--- src/rtl/irq_pkg.sv ---
// irq_pkg: shared width, register map and vector type for the interrupt controller
package irq_pkg;
    localparam int N_IRQ = 8;
    localparam logic [1:0] ADDR_MASK = 2'd0;
    localparam logic [1:0] ADDR_PEND = 2'd1;
    localparam logic [1:0] ADDR_ISR  = 2'd2;
    localparam logic [1:0] ADDR_MODE = 2'd3;
    typedef logic [N_IRQ-1:0] irq_vec_t;
endpackage

--- src/rtl/irq_prio_enc.sv ---
// irq_prio_enc: one-hot of the highest set bit, zero when no bit is set
module irq_prio_enc
    import irq_pkg::*;
#(
    parameter int W = N_IRQ
) (
    input  logic [W-1:0] in_vec,
    output logic [W-1:0] onehot
);
    always_comb begin
        onehot = '0;
        for (int i = 0; i < W; i++)
            if (in_vec[i]) onehot = W'(1) << i;
    end
endmodule

--- src/rtl/irq_ctrl.sv ---
// irq_ctrl: CP0 hardware-interrupt source with sync, pending, mask, fixed priority and nesting
module irq_ctrl
    import irq_pkg::*;
#(
    parameter int SYNC_STAGES = 2,
    parameter logic [N_IRQ-1:0] MODE_RST = '1
) (
    input  logic             clk,
    input  logic             clr_n,
    input  logic [N_IRQ-1:0] irq_src,
    input  logic             wr_en,
    input  logic [1:0]       addr,
    input  logic [N_IRQ-1:0] wr_data,
    output logic [N_IRQ-1:0] rd_data,
    output logic [N_IRQ-1:0] hardware_interrupt,
    input  logic             interrupt,
    input  logic             eret
);
    irq_vec_t sync_q [SYNC_STAGES];
    irq_vec_t s_d, pend, isr, mask, mode;
    irq_vec_t rise, acc, w1c, isr_top, above, elig, pick, pend_n, isr_n;
    logic taken;

    assign taken = interrupt && |hardware_interrupt;
    assign acc = taken ? hardware_interrupt : '0;
    assign w1c = (wr_en && addr == ADDR_PEND) ? wr_data : '0;
    assign rise = sync_q[SYNC_STAGES-1] & ~s_d;
    assign pend_n = (mode & (rise | (pend & ~acc & ~w1c))) | (~mode & sync_q[SYNC_STAGES-1]);
    assign above = (isr == '0) ? '1 : ~(isr_top | (isr_top - irq_vec_t'(1)));
    assign elig = pend & mask & above;
    assign isr_n = (eret ? isr & ~isr_top : isr) | acc;
    assign rd_data = addr == ADDR_MASK ? mask :
                     addr == ADDR_PEND ? pend :
                     addr == ADDR_ISR  ? isr  : mode;

    irq_prio_enc #(.W(N_IRQ)) u_elig (.in_vec(elig), .onehot(pick));
    irq_prio_enc #(.W(N_IRQ)) u_isr  (.in_vec(isr),  .onehot(isr_top));

    // An accepted request is dropped for one cycle so cp0 never sees it twice
    always_ff @(posedge clk or negedge clr_n)
        if (!clr_n) begin
            for (int k = 0; k < SYNC_STAGES; k++) sync_q[k] <= '0;
            s_d <= '0;
            pend <= '0;
            isr <= '0;
            mask <= '0;
            mode <= MODE_RST;
            hardware_interrupt <= '0;
        end else begin
            sync_q[0] <= irq_src;
            for (int k = 1; k < SYNC_STAGES; k++) sync_q[k] <= sync_q[k-1];
            s_d <= sync_q[SYNC_STAGES-1];
            pend <= pend_n;
            isr <= isr_n;
            hardware_interrupt <= taken ? '0 : pick;
            if (wr_en && addr == ADDR_MASK) mask <= wr_data;
            if (wr_en && addr == ADDR_MODE) mode <= wr_data;
        end
endmodule

--- config.mk ---
export PLATFORM = sky130hd
export DESIGN_NAME = irq_ctrl
export DESIGN_NICKNAME = d
export VERILOG_FILES = /design/src/rtl/irq_pkg.sv /design/src/rtl/irq_prio_enc.sv /design/src/rtl/irq_ctrl.sv
export SDC_FILE = /design/constraint.sdc
export NUM_CORES = 1
export LEC_CHECK = 0
export ABC_AREA = 1
export CELL_PAD_IN_SITES_DETAIL_PLACEMENT = 1
export CELL_PAD_IN_SITES_GLOBAL_PLACEMENT = 2
export CORE_MARGIN = 3
export CORE_UTILIZATION = 32
export CTS_CLUSTER_DIAMETER = 80
export DETAILED_ROUTE_END_ITERATION = 6
export PLACE_DENSITY = 0.75
export SLEW_MARGIN = 10
export SYNTH_ARGS = -nofsm -noshare
export SYNTH_HDL_FRONTEND = slang
export SYNTH_SLANG_ARGS = --single-unit
--- constraint.sdc ---
create_clock -name clk -period 1.2 [get_ports clk]
set_input_delay 0.24 -clock clk [delete_from_list [all_inputs] [get_ports clk]]
set_output_delay 0.24 -clock clk [all_outputs]
set_load 0.02 [all_outputs]
# Word-level counts from Yosys, hierarchy flattened
# Index checks and enable logic that the tools add are counted.
# op_classes
addsub	1
eq_ne	3
n_mux	24
bitwise	18
reduce_logical	7
# op_table
op	n
$mux W8	10
$and A8 B8 Y8	8
$not A8 Y8	6
$or A8 B8 Y8	4
$mux W7	2
$mux W6	2
$mux W5	2
$logic_not A8 Y1	1
$mux W4	2
$reduce_or A8 Y1	1
$sub A8 B1 Y8 const B	1
$mux W3	2
$eq A2 B2 Y1 const B	2
$logic_and A1 B1 Y1	4
$mux W2	2
$eq A2 B1 Y1 const B	1
$logic_not A2 Y1	1
$mux W1	2
# word_totals
regBits	64
wordCells	61

# Depth between registers and ports, before layout
# Gate-level depths: netlist of run 1.
# depth
word_depth	22
depth_mapped	8

# Hierarchy
# Synthesis of run 1 repeated with hierarchy kept, for this count alone.
# unflattened
hier_cells	360
hier_area_um2	2961.6
# by_module_without_submodules
module	n_inst	cells_per_inst	area_per_inst_um2	seq_area_each_um2
irq_ctrl	1	318	2781.4	1611.5
irq_prio_enc	2	21	90.1	0.0

# Least setup slack after synthesis of run 1
# Ideal clock, no wire load.
# synth_timing
path_kind	input -> output
startpoint	in addr[0]
endpoint	out rd_data[4]
arrival_ps	973
path_slack_ps	-13
cell_stages	7
n_path_buf	1
cell_sequence	buf_4 nor2_1 inv_1 nor2_1 nor2_1 o21ai_0 nand2_1
# synth_via
elab_chain_cells	4
elab_cells_between_ends	6
cone_classes	2 x eq/ne; 3 x mux; 1 x reduce/logical
# synth_rtl
element	line_no	source
start, declared	irq_ctrl.sv:12	input logic [1:0] addr,
$eq A2 B2 Y1	irq_ctrl.sv:34	addr == ADDR_ISR ? isr : mode;
$mux W8	irq_ctrl.sv:34	
$mux W8	irq_ctrl.sv:33	addr == ADDR_PEND ? pend :
$mux W8 *	irq_ctrl.sv:32	assign rd_data = addr == ADDR_MASK ? mask :
end, declared	irq_ctrl.sv:14	output logic [N_IRQ-1:0] rd_data,
# Mark *: on every way between the ends. The rest lies on a longest branch, timed or not.

# Worst setup path after layout of run 1
# layout_timing
startpoint	reg mode[1]
endpoint	out rd_data[1]
# layout_via
elab_chain_cells	3
# layout_rtl
element	line_no	source
start, declared	irq_ctrl.sv:20	irq_vec_t s_d, pend, isr, mask, mode;
start signal, assigned	irq_ctrl.sv:57	if (wr_en && addr == ADDR_MODE) mode <= wr_data;
$mux W8	irq_ctrl.sv:34	
$mux W8	irq_ctrl.sv:33	
$mux W8	irq_ctrl.sv:32	
# No other way between the ends.

==> reports/qor.json, run 1 <==
{
  "detailed_routing": {
    "first_iter_violations": 105,
    "route.detailed.vias_per_inst": 4.60,
    "antenna_violating_nets_post_route": 0,
    "post-route-drc-count": 0,
    "detail_route.wl_per_cell_um": 15.1,
    "dr_vias": 2464,
    "totalWireLength_mm": 8.07,
    "detail_route.first_pass.iterations": 4
  },
  "worst_setup_path": {
    "regToRegEndpoint": "hardware_interrupt[1]",
    "setup.worst_path.end_class": "output pin",
    "timing.critical_path.from": "mode[1]",
    "cp_data_required_time_ns": 0.96,
    "cp-start-kind": "flip-flop",
    "worst-path-max-fanout": 2,
    "worst_r2r_path_depth": 8,
    "crit-reg2reg-launch": "isr[4]",
    "worst-setup-path-type": "reg -> out",
    "ff2ff_setup_slack_ns": -0.14,
    "cp.arrival_ns": 1.28
  },
  "power": {
    "internal_power_mw": 4.81,
    "power.share.clock_pct": 28.4,
    "sequentialPowerShare_pct": 36.9,
    "powerDensity_nw_per_um2": 1710,
    "switching_share_pct": 33.3,
    "p_leak_nw": 2.15,
    "max-vdd-ir-drop_mv": 0.854,
    "combPwrFrac_pct": 34.8,
    "net-switching-power_mw": 2.40
  },
  "floorplanning": {
    "initial_utilization_pct": 33.8,
    "die_width_um": 97.3,
    "die-area_um2": 9460,
    "rows": 32,
    "core_um2": 7890,
    "die_height_um": 97.3,
    "boundary_pins": 39
  },
  "timing": {
    "final_period_minus_worst_setup_slack_ns": 1.52,
    "final.period_utilization_pct": 127,
    "report.final.slew_viol_count": 0,
    "slew_headroom_pct": 77.0,
    "final-hold-violation-count": 0,
    "max_freq_mhz": 659,
    "fin_worst_hold_slack_ns": 0.337,
    "setup_repair_after_global_routing_missed_its_margin": "yes",
    "worst_pin_slew_ns": 0.345,
    "final_worst_setup_slack_ns": -0.318,
    "setup_violations": 16,
    "final.setup_skew_ns": 0.00913
  },
  "run_status": {
    "violations": "setup timing",
    "outcome": "finished, violations left"
  },
  "placement": {
    "hpwlAfterDp_mm": 5.88,
    "gp_congestion": 0.798,
    "count_of_port_buffers_added_during_placement": 38,
    "placedCellCount": 508
  },
  "finish": {
    "final_cells": 536,
    "layout.cells.most_common": "sky130_fd_sc_hd__nand2_1",
    "fill_cells": 928,
    "layout.cells.most_common_list": "sky130_fd_sc_hd__nand2_1, sky130_fd_sc_hd__buf_4, sky130_fd_sc_hd__dfrtp_1, sky130_fd_sc_hd__inv_1, sky130_fd_sc_hd__buf_6",
    "area_delta_synth_final_pct": 58.5,
    "layout.nets": 452,
    "n_antenna_cell": 0,
    "fraction_of_final_layout_cells_sized_beyond_drive_strength_1_pct": 40.3
  },
  "grt": {
    "number_of_global_route_vias_before_repair": 2580,
    "grt.total_usage_pct": 17.7,
    "grt_overflow_total": 0,
    "grt_first_pass_wirelength_mm": 13.1,
    "grt_max_degree": 65,
    "grt_antenna_before_repair": 0
  },
  "logic_synthesis": {
    "synth_area_per_cell_um2": 8.62,
    "postSynthNetCount": 332,
    "syn_area_um2": 2670,
    "synth-warning-count": 0,
    "post_synth_num_cell_types": 19,
    "syn_inst": 309,
    "synth_sequential_area_ratio_pct": 60.5,
    "postSynthRegisterBits": 64
  },
  "flow_run": {
    "cap_violations": 0
  },
  "clock_tree": {
    "cts_max_path_buffers": 2,
    "clock-root-buffer": "sky130_fd_sc_hd__clkbuf_8",
    "level_count_of_the_clock_h_tree": 3,
    "post_cts_clock_slew_at_the_launch_and_capture_registers_of_the_worst_setup_and_hold_paths_ns": 0.08,
    "inserted_clock_buffers": 9,
    "tritoncts": "yes",
    "tritoncts_num_sinks": 64,
    "worstSkewPairLatency_ns": 0.34
  },
  "worst_hold_path": {
    "hold_class": "in -> reg",
    "min_from": "irq_src[5]",
    "whs_endpoint": "sync_q[13]",
    "hold_path_depth": 1
  }
}
[cells in the mapped netlist (all sizes together)]
master / count / area [um^2]
dfstp: 8 / 210
inv: 31 / 116
clkbuf: 1 / 3.75
a21oi: 6 / 30.0
dfrtp: 56 / 1400
nor2: 29 / 119
nand4: 3 / 18.8
and3: 1 / 6.26
buf: 4 / 28.8
nand3: 31 / 160
nand2: 104 / 395
o21ai: 35 / 175
[metrics by stage]
stage,setup WS [ns],utilization [%],power [mW],setup TNS [ns],area [um^2]
5_1_grt,-0.417,53.6,7.66,-4.04,4220
3_5_place_dp,-1.12,46.4,4.56,-20.87,3660
6_report,-0.318,53.6,7.21,-2.73,4220
4_1_cts,-0.350,51.4,6.96,-2.58,4060
3_3_place_gp,-1.11,46.4,4.51,-20.03,3660
2_1_floorplan,0.0235,-,3.48,0,2670
[power by group through the flow]
stage                     Sequential (mW)  Combinational, mW  Clock, mW
after floorplan                      2.71              0.768          0
after global placement               2.66               1.85          0
after detailed placement             2.67               1.89          0
after CTS                            2.65               2.21       2.10
after global routing                 2.70               2.74       2.21
final                                2.66               2.51       2.05
[critical path, stage by stage, from the launching register on]
cell and delay (ns):
sky130_fd_sc_hd__dfstp_2 0.56, sky130_fd_sc_hd__o21ai_1 0.06, sky130_fd_sc_hd__nand2_1 0.08, sky130_fd_sc_hd__o21ai_2 0.05
sky130_fd_sc_hd__nand2_1 0.07, sky130_fd_sc_hd__buf_6 0.11
[repair_timing]
action / CTS / global route
resized for setup: 141 / 45
setup endpoints to repair: 52 / 36
pin swaps: 22 / 30
setup buffers: 6 / 8
hold buffers: 1 / 0
hold endpoints to repair: 56 / 0
[cell type report]
cell class                      count  area [um^2]  area share (%)
Clock buffer                        9          124            2.93
Sequential cell                    64         1610            38.2
Inverter                           31          121            2.87
Timing Repair Buffer              114         1010            23.9
Tap cell                          102          128            3.02
Multi-Input combinational cell    209         1130            26.8
Clock inverter                      7         95.1            2.25
[state kept, by name, summed over array words and instances (netlist names)]
register / cells
isr: 8
s_d: 8
pend: 8
mode: 8
sync_q: 16
hardware_interrupt: 8
mask: 8
[cells by family (layout without fill, tap and decap cells)]
logic type / after synthesis / in the layout / share of synthesized area, %
AND/OR/NAND/NOR: 168 / 168 / 26.2
buffers and inverters: 36 / 161 / 5.59
AO/OA/AOI/OAI: 41 / 41 / 7.70
flip-flops: 64 / 64 / 60.5
[worst max path at each step]
stage / endpoint / slack (ns)
floorplan: rd_data[4] / 0.02
global placement: rd_data[0] / -1.11
detailed placement: rd_data[0] / -1.12
CTS: rd_data[2] / -0.35
global route: rd_data[2] / -0.42
finish: rd_data[1] / -0.32
[per-layer routing]
layer / part of all wire, % / global-route usage, % / wire (um) / vias up
li1: - / - / - / 1231
met1: 46 / 23.9 / 3750 / 1187
met2: 48 / 28.2 / 3890 / 39
met3: 4.1 / 4.24 / 332 / 7
met4: 1.2 / 5.22 / 99 / 0
met5: 0 / 0 / 0 / -
Note: power is estimated with default switching activity, not from simulation.
==> inputs of run 2 (changes only) <==
==> constraint.sdc (replaced) <==
create_clock -name clk -period 1.5 [get_ports clk]
set_input_delay 0.3 -clock clk [delete_from_list [all_inputs] [get_ports clk]]
set_output_delay 0.3 -clock clk [all_outputs]
set_load 0.02 [all_outputs]
==> reports/qor.json, run 2 (synthesis results as in run 1) <==
{
  "run_status": {
    "outcome": "finished, violations left",
    "violations": "setup timing"
  },
  "power": {
    "powerDensity": {"value": 1370, "unit": "nW/um^2", "change": "-20%"},
    "net-switching-power": {"value": 1.58, "unit": "mW", "change": "-34%"},
    "internal_power": {"value": 3.56, "unit": "mW", "change": "-26%"},
    "switching_share": {"value": 30.8, "unit": "%", "change": "-2.5 points"},
    "combPwrFrac": {"value": 26.1, "unit": "%", "change": "-8.7 points"},
    "max-vdd-ir-drop": {"value": 0.760, "unit": "mV", "change": "-11%"},
    "p_leak": {"value": 1.96, "unit": "nW", "change": "-9.2%"},
    "sequentialPowerShare": {"value": 41.1, "unit": "%", "change": "+4.2 points"},
    "power.share.clock": {"value": 32.8, "unit": "%", "change": "+4.4 points"}
  },
  "worst_setup_path": {
    "worst-path-max-fanout": {"value": 2, "change": "unchanged"},
    "setup.worst_path.end_class": "output pin",
    "cp_data_required_time": {"value": 1.20, "unit": "ns", "change": "+0.24 ns"},
    "cp-start-kind": "flip-flop",
    "cp.arrival": {"value": 1.30, "unit": "ns", "change": "+0.02 ns"},
    "worst-setup-path-type": "reg -> out"
  },
  "timing": {
    "worst_pin_slew": {"value": 0.345, "unit": "ns", "change": "+0.000721 ns"},
    "final.setup_skew": {"value": 0.00775, "unit": "ns", "change": "-0.00138 ns"},
    "slew_headroom": {"value": 76.9, "unit": "%", "change": "-0.13 points"},
    "report.final.slew_viol_count": {"value": 0, "change": "unchanged"},
    "setup_violations": {"value": 5, "change": "-11"},
    "fin_worst_hold_slack": {"value": 0.350, "unit": "ns", "change": "+0.0126 ns"},
    "final.period_utilization_pct": 107,
    "setup_repair_after_global_routing_missed_its_margin": "yes",
    "final_worst_setup_slack": {"value": -0.104, "unit": "ns", "change": "+0.214 ns"},
    "final_period_minus_worst_setup_slack_ns": 1.60,
    "max_freq_mhz": 623,
    "final.setup.tns": {"value": -0.317, "unit": "ns", "change": "+2.42 ns"},
    "final-hold-violation-count": {"value": 0, "change": "unchanged"}
  },
  "worst_hold_path": {
    "hold_class": "reg -> reg"
  },
  "placement": {
    "hpwlAfterDp": {"value": 5.76, "unit": "mm", "change": "-2.0%"},
    "placement.cell_area": {"value": 3460, "unit": "um^2", "change": "-5.5%"},
    "placedCellCount": {"value": 485, "change": "-4.5%"},
    "gp_congestion": {"value": 0.812, "change": "+1.7%"},
    "count_of_port_buffers_added_during_placement": {"value": 38, "change": "unchanged"}
  },
  "finish": {
    "final_cells": {"value": 503, "change": "-6.2%"},
    "finalCoreUtilization": {"value": 47.5, "unit": "%", "change": "-6.1 points"},
    "n_antenna_cell": {"value": 0, "change": "unchanged"},
    "layout.cells.most_common_list": "sky130_fd_sc_hd__nand2_1, sky130_fd_sc_hd__dfrtp_1, sky130_fd_sc_hd__buf_4, sky130_fd_sc_hd__nand3_1, sky130_fd_sc_hd__inv_1",
    "layout.nets": {"value": 419, "change": "-7.3%"},
    "final_design_area_no_fill": {"value": 3740, "unit": "um^2", "change": "-11%"},
    "multiInputGateArea": {"value": 958, "unit": "um^2", "change": "-15%"},
    "fill_cells": {"value": 923, "change": "-0.54%"},
    "max_flop_register": "sync_q",
    "largest_register_ff_count": {"value": 16, "change": "unchanged"},
    "fraction_of_final_layout_cells_sized_beyond_drive_strength_1": {"value": 23.9, "unit": "%", "change": "-16 points"},
    "area_delta_synth_final_pct": 40.5,
    "layout.cells.most_common": "sky130_fd_sc_hd__nand2_1",
    "regArea": {"value": 1610, "unit": "um^2", "change": "about the same"}
  },
  "detailed_routing": {
    "post-route-drc-count": {"value": 0, "change": "unchanged"},
    "route.detailed.vias_per_inst": {"value": 4.71, "change": "+2.4%"},
    "antenna_violating_nets_post_route": {"value": 0, "change": "unchanged"},
    "first_iter_violations": {"value": 73, "change": "-30%"},
    "dr_vias": {"value": 2368, "change": "-3.9%"},
    "totalWireLength": {"value": 7.71, "unit": "mm", "change": "-4.4%"},
    "detail_route.first_pass.iterations": {"value": 4, "change": "unchanged"},
    "detail_route.wl_per_cell": {"value": 15.3, "unit": "um", "change": "+1.8%"}
  },
  "floorplanning": {
    "die_height": {"value": 97.3, "unit": "um", "change": "unchanged"},
    "die-area": {"value": 9460, "unit": "um^2", "change": "unchanged"},
    "rows": {"value": 32, "change": "unchanged"},
    "core": {"value": 7890, "unit": "um^2", "change": "unchanged"},
    "boundary_pins": {"value": 39, "change": "unchanged"},
    "die_width": {"value": 97.3, "unit": "um", "change": "unchanged"},
    "initial_utilization": {"value": 33.8, "unit": "%", "change": "unchanged"}
  },
  "grt": {
    "grt.total_usage": {"value": 17.3, "unit": "%", "change": "-0.37 points"},
    "grt_first_pass_wirelength": {"value": 12.8, "unit": "mm", "change": "-2.2%"},
    "number_of_global_route_vias_before_repair": {"value": 2475, "change": "-4.1%"},
    "grt_max_degree": {"value": 65, "change": "unchanged"},
    "grt_antenna_before_repair": {"value": 0, "change": "unchanged"},
    "grt_overflow_total": {"value": 0, "change": "unchanged"}
  },
  "clock_tree": {
    "worstSkewPairLatency": {"value": 0.34, "unit": "ns", "change": "about the same"},
    "tritoncts_num_sinks": {"value": 64, "change": "unchanged"},
    "tritoncts": "yes",
    "inserted_clock_buffers": {"value": 9, "change": "unchanged"},
    "cts_max_path_buffers": {"value": 2, "change": "unchanged"},
    "level_count_of_the_clock_h_tree": {"value": 3, "change": "unchanged"},
    "clock-root-buffer": "sky130_fd_sc_hd__clkbuf_8",
    "post_cts_clock_slew_at_the_launch_and_capture_registers_of_the_worst_setup_and_hold_paths": {"value": 0.07, "unit": "ns", "change": "about the same"}
  },
  "flow_run": {
    "cap_violations": {"value": 0, "change": "unchanged"}
  }
}
-- run 2: cell count changes in the layout (fill, tap and decap cells not counted), moves of 8 or more --
cell                            before  now
sky130_fd_sc_hd__nor2_1             11   21
sky130_fd_sc_hd__dlygate4sd2_1       0    8
sky130_fd_sc_hd__nor2_4             10    2
sky130_fd_sc_hd__buf_4              59   39
sky130_fd_sc_hd__nand3_1            18   30
sky130_fd_sc_hd__nand2_2            10    2
sky130_fd_sc_hd__nand3_2             9    1
sky130_fd_sc_hd__buf_6              21    9
-- run 2: area by class of cell --
type	count	area share [%]
flip-flops and latches	64	43.0
multi-input cells	209	25.6
repair buffers	81	18.8
clock buffers	13	4.24
well taps	102	3.41
inverters	31	3.17
clock inverters	3	1.74
-- run 2: final timing paths --
| path | from | endpoint | slack (ns) | depth (start not counted) |
|---|---|---|---|---|
| max in group asynchronous | clr_n | mode[7] | 0.66 | 3 |
| hold reg to reg | sync_q[9] | sync_q[1] | 0.35 | 0 |
| setup reg to reg | isr[7] | hardware_interrupt[0] | 0.16 | 7 |
| min in group asynchronous | clr_n | sync_q[0] | 0.50 | 3 |
| hold / removal | sync_q[9] | sync_q[1] | 0.35 | 0 |
| setup / recovery | mode[7] | rd_data[7] | -0.10 | 5 |
-- run 2: per-stage QoR --
stage	worst slack (ns)	total power, mW
floorplan	0.167	2.78
global placement	-0.872	3.43
detailed placement	-0.884	3.47
CTS	-0.110	5.17
global route	-0.164	5.46
finish	-0.104	5.13
-- run 2: repair_timing --
action,CTS,global route
hold buffers,1,0
pin swaps,5,9
hold endpoints to repair,56,0
gates resized for setup,82,17
buffers inserted,0,0
gates cloned,0,1
setup endpoints to repair,24,16
-- run 2: worst max-delay path: stages (launching register included) --
cell                      delay [ns]
sky130_fd_sc_hd__dfstp_2        0.56
sky130_fd_sc_hd__o21ai_2        0.05
sky130_fd_sc_hd__nand2_1        0.10
sky130_fd_sc_hd__o21ai_2        0.07
sky130_fd_sc_hd__nand2_1        0.07
sky130_fd_sc_hd__buf_6          0.11
-- run 2: power groups by stage --
stage               sequential (mW)  combinational, mW  clock, mW
floorplan                      2.17              0.614          0
global placement               2.13               1.30          0
global route                   2.14               1.50       1.82
CTS                            2.11               1.34       1.72
detailed placement             2.14               1.33          0
finish                         2.11               1.34       1.68
-- run 2: layer usage --
metal	GRT usage, %	vias up	routed length, um
met3	4.31	6	266
met5	0	-	0
met2	27.1	40	3670
li1	-	1159	-
met4	4.15	0	87
met1	24.2	1163	3690
